--- config.mk ---
export PLATFORM = sky130hd
export DESIGN_NAME = add_sub_accumulator
export DESIGN_NICKNAME = d
export VERILOG_FILES = /design/src/rtl/add_sub_pkg.sv /design/src/rtl/adder_subtractor.sv /design/src/rtl/add_sub_accumulator.sv
export SDC_FILE = /design/constraint.sdc
export NUM_CORES = 1
export LEC_CHECK = 0
export ABC_AREA = 0
export CAP_MARGIN = 10
export CELL_PAD_IN_SITES_DETAIL_PLACEMENT = 1
export CELL_PAD_IN_SITES_GLOBAL_PLACEMENT = 1
export CORE_ASPECT_RATIO = 1.2
export CORE_MARGIN = 1.5
export CORE_UTILIZATION = 29
export DETAILED_ROUTE_END_ITERATION = 8
export PLACE_DENSITY_LB_ADDON = 0.05
export REMOVE_ABC_BUFFERS = 1
export SLEW_MARGIN = 25
export SYNTH_ARGS = -nofsm -noshare
export SYNTH_HDL_FRONTEND = slang
export SYNTH_SLANG_ARGS = --single-unit
export TNS_END_PERCENT = 50
--- constraint.sdc ---
create_clock -name clk -period 1.3 [get_ports clk]
set_input_delay 0.26 -clock clk [delete_from_list [all_inputs] [get_ports clk]]
set_output_delay 0.26 -clock clk [all_outputs]
set_load 0.01 [all_outputs]
--- src/rtl/add_sub_pkg.sv ---
// Shared constants and FSM state encoding for the add/sub accumulator.
package add_sub_pkg;
    localparam int DATA_W = 4;

    typedef enum logic {
        IDLE = 1'b0,
        RESP = 1'b1
    } state_t;
endpackage

--- src/rtl/adder_subtractor.sv ---
// Combinational 4-bit adder/subtractor: s = a + b (k=0) or a + ~b + 1 (k=1).
module adder_subtractor
    import add_sub_pkg::*;
(
    input  logic [DATA_W-1:0] a,
    input  logic [DATA_W-1:0] b,
    input  logic              k,
    output logic [DATA_W-1:0] s,
    output logic              cout,
    output logic              ovf
);

    logic [DATA_W-1:0] b_eff;
    logic [DATA_W:0]   sum;

    always_comb begin
        b_eff = k ? ~b : b;
        sum   = {1'b0, a} + {1'b0, b_eff} + {{DATA_W{1'b0}}, k};
        s     = sum[DATA_W-1:0];
        cout  = sum[DATA_W];
        // overflow: effective operand signs agree but the result sign differs
        ovf   = (a[DATA_W-1] == b_eff[DATA_W-1]) && (s[DATA_W-1] != a[DATA_W-1]);
    end

endmodule

--- src/rtl/add_sub_accumulator.sv ---
// Handshaked add/subtract accumulator with operation counter.
// Optional clamping of out_acc when ACC_SATURATE_EN is defined.
//
// state | meaning
// IDLE  | waiting for an operand, in_ready high
// RESP  | result registered, out_valid high until the consumer takes it
module add_sub_accumulator
    import add_sub_pkg::*;
#(
    parameter int CNT_W = 8
) (
    input  logic              clk,
    input  logic              rst,
    input  logic              in_valid,
    output logic              in_ready,
    input  logic [DATA_W-1:0] in_data,
    input  logic              in_k,
    input  logic              in_clr,
    output logic              out_valid,
    input  logic              out_ready,
    output logic [DATA_W-1:0] out_acc,
    output logic              out_cout,
    output logic              out_ovf,
    output logic [CNT_W-1:0]  op_count
);

    state_t            state_q, state_d;
    logic [DATA_W-1:0] acc_q, acc_d;
    logic              cout_q, cout_d;
    logic              ovf_q, ovf_d;
    logic [CNT_W-1:0]  cnt_q, cnt_d;

    logic [DATA_W-1:0] sum_s;
    logic              sum_cout;
    logic              sum_ovf;
    logic [DATA_W-1:0] res;
    logic              accept;

    adder_subtractor u_addsub (
        .a    (acc_q),
        .b    (in_data),
        .k    (in_k),
        .s    (sum_s),
        .cout (sum_cout),
        .ovf  (sum_ovf)
    );

    always_ff @(posedge clk) begin
        if (rst) begin
            state_q <= IDLE;
            acc_q   <= '0;
            cout_q  <= 1'b0;
            ovf_q   <= 1'b0;
            cnt_q   <= '0;
        end else begin
            state_q <= state_d;
            acc_q   <= acc_d;
            cout_q  <= cout_d;
            ovf_q   <= ovf_d;
            cnt_q   <= cnt_d;
        end
    end

    always_comb begin
        state_d = state_q;
        case (state_q)
            IDLE:    if (in_valid)  state_d = RESP;
            RESP:    if (out_ready) state_d = IDLE;
            default: state_d = IDLE;
        endcase
    end

    always_comb begin
        accept = in_valid && (state_q == IDLE);
`ifdef ACC_SATURATE_EN
        // flags stay raw; only the stored value is clamped
        if (!in_k && sum_cout)
            res = {DATA_W{1'b1}};
        else if (in_k && !sum_cout)
            res = '0;
        else
            res = sum_s;
`else
        res = sum_s;
`endif
        acc_d  = acc_q;
        cout_d = cout_q;
        ovf_d  = ovf_q;
        cnt_d  = cnt_q;
        if (accept) begin
            cnt_d = cnt_q + CNT_W'(1);
            if (in_clr) begin
                acc_d  = in_data;
                cout_d = 1'b0;
                ovf_d  = 1'b0;
            end else begin
                acc_d  = res;
                cout_d = sum_cout;
                ovf_d  = sum_ovf;
            end
        end
    end

    always_comb begin
        in_ready  = (state_q == IDLE);
        out_valid = (state_q == RESP);
        out_acc   = acc_q;
        out_cout  = cout_q;
        out_ovf   = ovf_q;
        op_count  = cnt_q;
    end

endmodule

==> run metrics, run 1 <==
outcome=complete, but fails checks; failing checks=negative setup slack; WP data arrival=1610 ps; met1 WL=936 um; Slew Limit Fails=0; # DRC=0; Seq/Total Area, Yosys=0.361; most used cell, CP=a211oi_2; WS Path Type=input port to flip-flop; met3 wire length=75 um; initial antenna violation count=0; Peak Freq=697 MHz; top-area cell type share of the netlist area=0.361; TritonRoute pass-1 iters=3; Tmin final=1430 ps; highest ir drop seen on vdd=0.378 mV; io pins=26; Worst-path clk slew=100 ps; Site Rows=21; largest net degree at the start of global routing=12; final-layout fill cell count=349; EDFF count, synth=0; Chip Height=61.6 um; asr flop ratio synth=0; endpoints failing setup=4; Syn Area/Cell=8.65 um2; critical-path cell list=clkdlybuf4s15_1 -> mux2i_4 -> fa_2 -> nor2_2 -> a211oi_2 -> a211oi_2; Placement Cell Area=1260 um2; final period utilization=1.10; vias in the first global route=844; Power Dens Cells=863 nW/um2; total grt overflow=0; Via density=4.82; Cells after Synth=96; dominant synthesized flop cell=dfxtp_1; DR WL/cell=13.3 um; Die Wd=51.9 um; CP Launch Type=input port; Top Metal Used=met4; combinational power share=0.335; ranking of synthesized cells by area=dfxtp_1 (36%), ha_1 (7.5%), xor2_1 (7.4%); Reg2Reg Depth=5; Critical Path Fanout Max=3; Leak=0.000625 uW; first-pass GRT wire length=3800 um; Root Driver=clkbuf_4; clk sink count=15; number of port buffers=25; most common cell after layout, fill and taps aside=buf_4; Final Cell Area=1360 um2; wire length on met2=1310 um; GRT Total Usage=0.164; RSZ-0062 raised after global routing=yes; post-synth top area cell=dfxtp_1; die area=3200 um2; Psw=361 uW; final setup margin=-134 ps; Yosys cell types=34; worst reg2reg setup slack=-130 ps; switching fraction of total power=0.308; Antenna Nets Post-Route=0; synthesis-to-layout area growth=63.6%; worst skew pair latency=280 ps; Fin. Hold Viols=0; Setup crit end kind=flip-flop; Reg-to-Reg Start=out_acc[1]; Worst Path Required=1480 ps; Sequential Power Share=0.435; Worst slew margin=0.748; starting density of the core=0.301; GP Congestion=0.724; commonest non-fill, non-tap cells in the layout=buf_4 (21), dlygate4sd2_1 (11), nor2_1 (10), nand2_1 (8); internal power of the cells=812 uW; initial DRC count=12; Clock power frac=0.231; DP Wirelength=1720 um; worst hold path startpoint=in_data[1]; synth warn=0; reg2reg end=out_acc[1]; highest-delay cell along the critical path=fa_2; core area=2760 um2; hold endpoint=out_acc[1]; vias=849; worst hold path class=input port to flip-flop; pre-CTS setup slack=-814 ps; clk buf depth=2; fraction of layout cells with a size suffix above 1=0.401; Fin Setup TNS=-298 ps; total CTS buffers=3; area taken by multi-input logic gates=577 um2; CTS H-Tree Depth=1; Worst-Margin Slew=376 ps; Min-Delay Path Depth=3; Max-Cap Viols=0; CTS tree=built; final net count=159; Critical Path Max Stage Delay=560 ps; number of synthesized register bits=15; synthesized cell area=831 um2; routed wire length=2340 um; Seq. cell area=313 um2; diodes inserted=0; Clock Skews=4.33 ps
## final cells by class
type | count | area share
Tap cell | 34 | 0.0313
Timing Repair Buffer | 47 | 0.285
Sequential cell | 15 | 0.230
Inverter | 3 | 0.00829
Clock inverter | 1 | 0.00368
Multi-Input combinational cell | 73 | 0.424
Clock buffer | 3 | 0.0166
## critical path, delay by kind of cell
kind            cells  cell delay (ps)
fa+ha+maj           1              560
compound gates      2              270
buf+inv             1              240
mux                 1              240
simple gates        1               40
## repair_timing
item	in CTS	in global routing
pin swaps	10	5
resized for setup	50	16
setup endpoints to repair	23	10
hold buffers	0	0
setup buffers	1	0
endpoints found under the hold margin	0	0
## worst max path at each step
stage                startpoint          end  slack [ps]  depth (start not counted)
floorplan            out_acc[0]   out_acc[2]        -150                          6
global placement           in_k   out_acc[2]        -760                          8
detailed placement         in_k   out_acc[2]        -810                          8
CTS                 op_count[0]  op_count[0]        -160                          1
global route         out_acc[0]   out_acc[1]        -190                          5
finish               in_data[0]   out_acc[1]        -130                          6
## power groups by stage
stage	combinational [uW]	clock, uW	sequential (uW)
2_1_floorplan	141	0	525
3_3_place_gp	341	0	515
3_5_place_dp	349	0	516
4_1_cts	371	289	511
5_1_grt	434	304	516
6_report	392	271	510
## cell usage after synthesis (2+ instances only)
| cell | instances |
|---|---|
| dfxtp_1 | 15 |
| nor2_1 | 11 |
| nand2_1 | 9 |
| xor2_1 | 7 |
| a21oi_1 | 6 |
| ha_1 | 5 |
| o21ai_0 | 5 |
| xnor2_1 | 4 |
| inv_1 | 3 |
| nand4_1 | 3 |
| a211oi_1 | 2 |
| and3_1 | 2 |
| clkbuf_1 | 2 |
| nor3_1 | 2 |
## sequential cells by signal, indices dropped and copies added, names as in the netlist
register   cells
out_cout       1
out_valid      1
out_acc        4
out_ovf        1
op_count       8
## metrics by stage
| stage | hold WS, ps | total power (uW) | instances | utilization |
|---|---|---|---|---|
| floorplan | 329 | 665 | 91 | - |
| global placement | 455 | 855 | 171 | 0.456 |
| detailed placement | 467 | 865 | 171 | 0.456 |
| CTS | 441 | 1170 | 176 | 0.485 |
| global route | 353 | 1250 | 176 | 0.493 |
| finish | 340 | 1170 | 176 | 0.493 |
## logic make-up after synthesis
kind of cell / synth area share
XOR/XNOR: 0.116
adder cells (fa/ha/maj): 0.0994
buffers and inverters: 0.0422
AND/OR/NAND/NOR: 0.226
flip-flops: 0.361
multiplexers: 0.0120
AO/OA/AOI/OAI: 0.143
## metal layers
layer	GRT usage	vias up
li1	-	422
met1	0.182	409
met2	0.306	16
met3	0.0243	2
met4	0.0789	0
met5	0	-
Note: power is estimated with default switching activity, not from simulation.
==> run 2: changes to the inputs <==
Settings changed: ABC_AREA 0 to 1.
==> run 2 against run 1 <==
First-iteration DRC count is 25% higher. Cell area is 12% higher. Critical endpoint unchanged. Wire length is 21% higher. Count of clock-buffer cells in the layout is 1 higher. Sequential power hardly changed. Global-route usage is 1.2 points higher. Synthesized cell count is 36% higher. Largest power group unchanged. The flow still finishes with violations (negative setup slack). Non-clock buffer count is 1 lower. Sequential share of layout area is 2.2 points lower.
==> run metrics, run 2 <==
outcome=complete, but fails checks; failing checks=negative setup slack; Setup crit end=out_acc[1]; Power Dens Cells=803 nW/um2; final period utilization=1.02; Seq/Total Area, Yosys=0.336; DR WL/cell=13.3 um; Reg-to-Reg Start=out_acc[0]; final setup margin=-27.5 ps; diodes inserted=0; GRT Total Usage=0.177; Worst-path clk slew=100 ps; highest-delay cell along the critical path=fa_2; worst reg2reg setup slack=-30 ps; most used cell, CP=nand2_2; Leak=0.000744 uW; core area=2860 um2; WS Path Type=flip-flop to flip-flop; routed wire length=2840 um; final-layout fill cell count=357; Synth Area in Simple Gates=0.331; vias=986; first-pass GRT wire length=4380 um; Yosys cell types=24; CTS tree=built; main combinational cell family by area after synthesis=simple AND/OR/NAND/NOR gates; TritonRoute pass-1 iters=4; number of synthesized register bits=15; CP Launch Point=out_acc[0]; XOR/XNOR Fraction of Synth Area=0.0392; Fin Setup TNS=-27.5 ps; Crit path max-delay family=adder cells; area taken by multi-input logic gates=657 um2; largest net degree at the start of global routing=10; Syn Area/Cell=6.83 um2; EDFF count, synth=0; clk buf depth=2; synth warn=0; total power=1220 uW; vias in the first global route=1019; total grt overflow=0; GP Congestion=0.783; final net count=197; RSZ-0062 raised after global routing=yes; Worst-Margin Slew=320 ps; Seq. cell area=315 um2; initial antenna violation count=0; highest ir drop seen on vdd=0.336 mV; Cells after Synth=131; initial DRC count=15; pre-CTS setup slack=-782 ps; Critical Path Fanout Max=2; post-synthesis mux area share=0; synthesized cell area=895 um2; Peak Freq=753 MHz; Tmin final=1330 ps; CTS H-Tree Depth=1; dpl cells=207; worst hold path class=input port to flip-flop; clk sink count=15; number of port buffers=25; # DRC=0; post-synth top area cell=dfxtp_1; post-synthesis compound-gate area fraction=0.101; most common cell in the synthesized netlist=nand2_1; Via density=4.61; asr flop ratio synth=0; Die Wd=53.7 um; Reg2Reg Depth=7; Post-Synth Adder-Cell Area=0.0923; Worst slew margin=0.786; Worst Path Required=1520 ps; Root Driver=clkbuf_4; synthesis-to-layout area growth=69.4%; Slew Limit Fails=0; Hold Buf Count CTS=0; critical-path cell list=nand2_2 -> nand2_2 -> inv_2 -> fa_2 -> o21ai_2 -> nand2_1 -> a21oi_1; top-area cell type share of the netlist area=0.336; Critical Path Max Stage Delay=420 ps; Non-Filler Instances=214; WP data arrival=1550 ps; CP Launch Type=flip-flop; io pins=26; worst skew pair latency=290 ps; commonest non-fill, non-tap cells in the layout=nand2_1 (30), buf_4 (20), inv_1 (18), dlygate4sd2_1 (15), nor2_1 (12); Clock Skews=2.49 ps; fraction of layout cells with a size suffix above 1=0.378; Setup crit end kind=flip-flop; most frequent cells after synthesis=nand2_1 (38), inv_1 (21), dfxtp_1 (15), nor2_1 (12), a21oi_1 (8); ranking of synthesized cells by area=dfxtp_1 (34%), nand2_1 (16%), inv_1 (8.8%); Chip Height=63.8 um; dominant synthesized flop cell=dfxtp_1; Buf/Inv on CP=1; total CTS buffers=3; endpoints failing setup=1; Antenna Nets Post-Route=0; die area=3430 um2; DP Wirelength=2070 um; starting density of the core=0.312; reg2reg end=out_acc[1]; max reg flops=8; Fin. Hold Viols=0; most common cell after layout, fill and taps aside=nand2_1; Max-Cap Viols=0; Crit path depth=7; Site Rows=21
run 2: worst min-delay path by stage:
stage                     startpoint          end  cells past startpoint
after floorplan                  rst  op_count[5]                      1
after global placement       out_ovf      out_ovf                      2
after detailed placement     out_ovf      out_ovf                      2
after CTS                 in_data[2]   out_acc[2]                      3
after global routing      in_data[1]   out_acc[1]                      5
final                     in_data[1]   out_acc[1]                      5
run 2: where the power goes:
group / switching, uW / total [uW] / internal, uW
combinational: 208 / 425 / 216
sequential: 24.9 / 508 / 483
clock: 165 / 284 / 119
total: 398 / 1220 / 819
run 2: logic make-up (layout without fill, tap and decap cells):
family                     count (synthesis)  count (layout)
and+or+nand+nor                           66              66
buffers and inverters                     23              72
AOI/OAI and AO/OA                         17              17
DFF                                       15              15
adders and majority gates                  6               6
xor gates and xnor gates                   4               4
run 2: worst reg2reg max path: stages, from the launching register on:
cell	delay [ps]
dfxtp_2	340
nand2_2	50
nand2_2	60
inv_2	50
fa_2	430
o21ai_2	130
nand2_1	70
a21oi_1	130
run 2: repair_timing:
action | in CTS | in global routing
buffers inserted | 3 | 0
endpoints found under the setup margin | 21 | 10
gates resized for setup | 47 | 28
pin swaps | 17 | 13
run 2: stage by stage:
stage,hold slack [ps],utilization,cell area (um2)
after floorplan,327,-,887
after global placement,451,0.459,1320
after detailed placement,455,0.459,1320
after CTS,367,0.486,1390
after global routing,380,0.529,1520
final,369,0.529,1520
run 2: final cells by class:
class	instances	share of cell area
Timing Repair Buffer	46	0.258
Tap cell	34	0.0281
Sequential cell	15	0.208
Multi-Input combinational cell	93	0.434
Inverter	22	0.0545
Clock buffer	4	0.0173
run 2: metal layers:
layer | up-vias | GRT usage | wire length (um)
met4 | 0 | 0.0673 | 47
li1 | 505 | - | -
met5 | - | 0 | 0
met2 | 20 | 0.317 | 1600
met1 | 456 | 0.199 | 1100
met3 | 5 | 0.0280 | 90
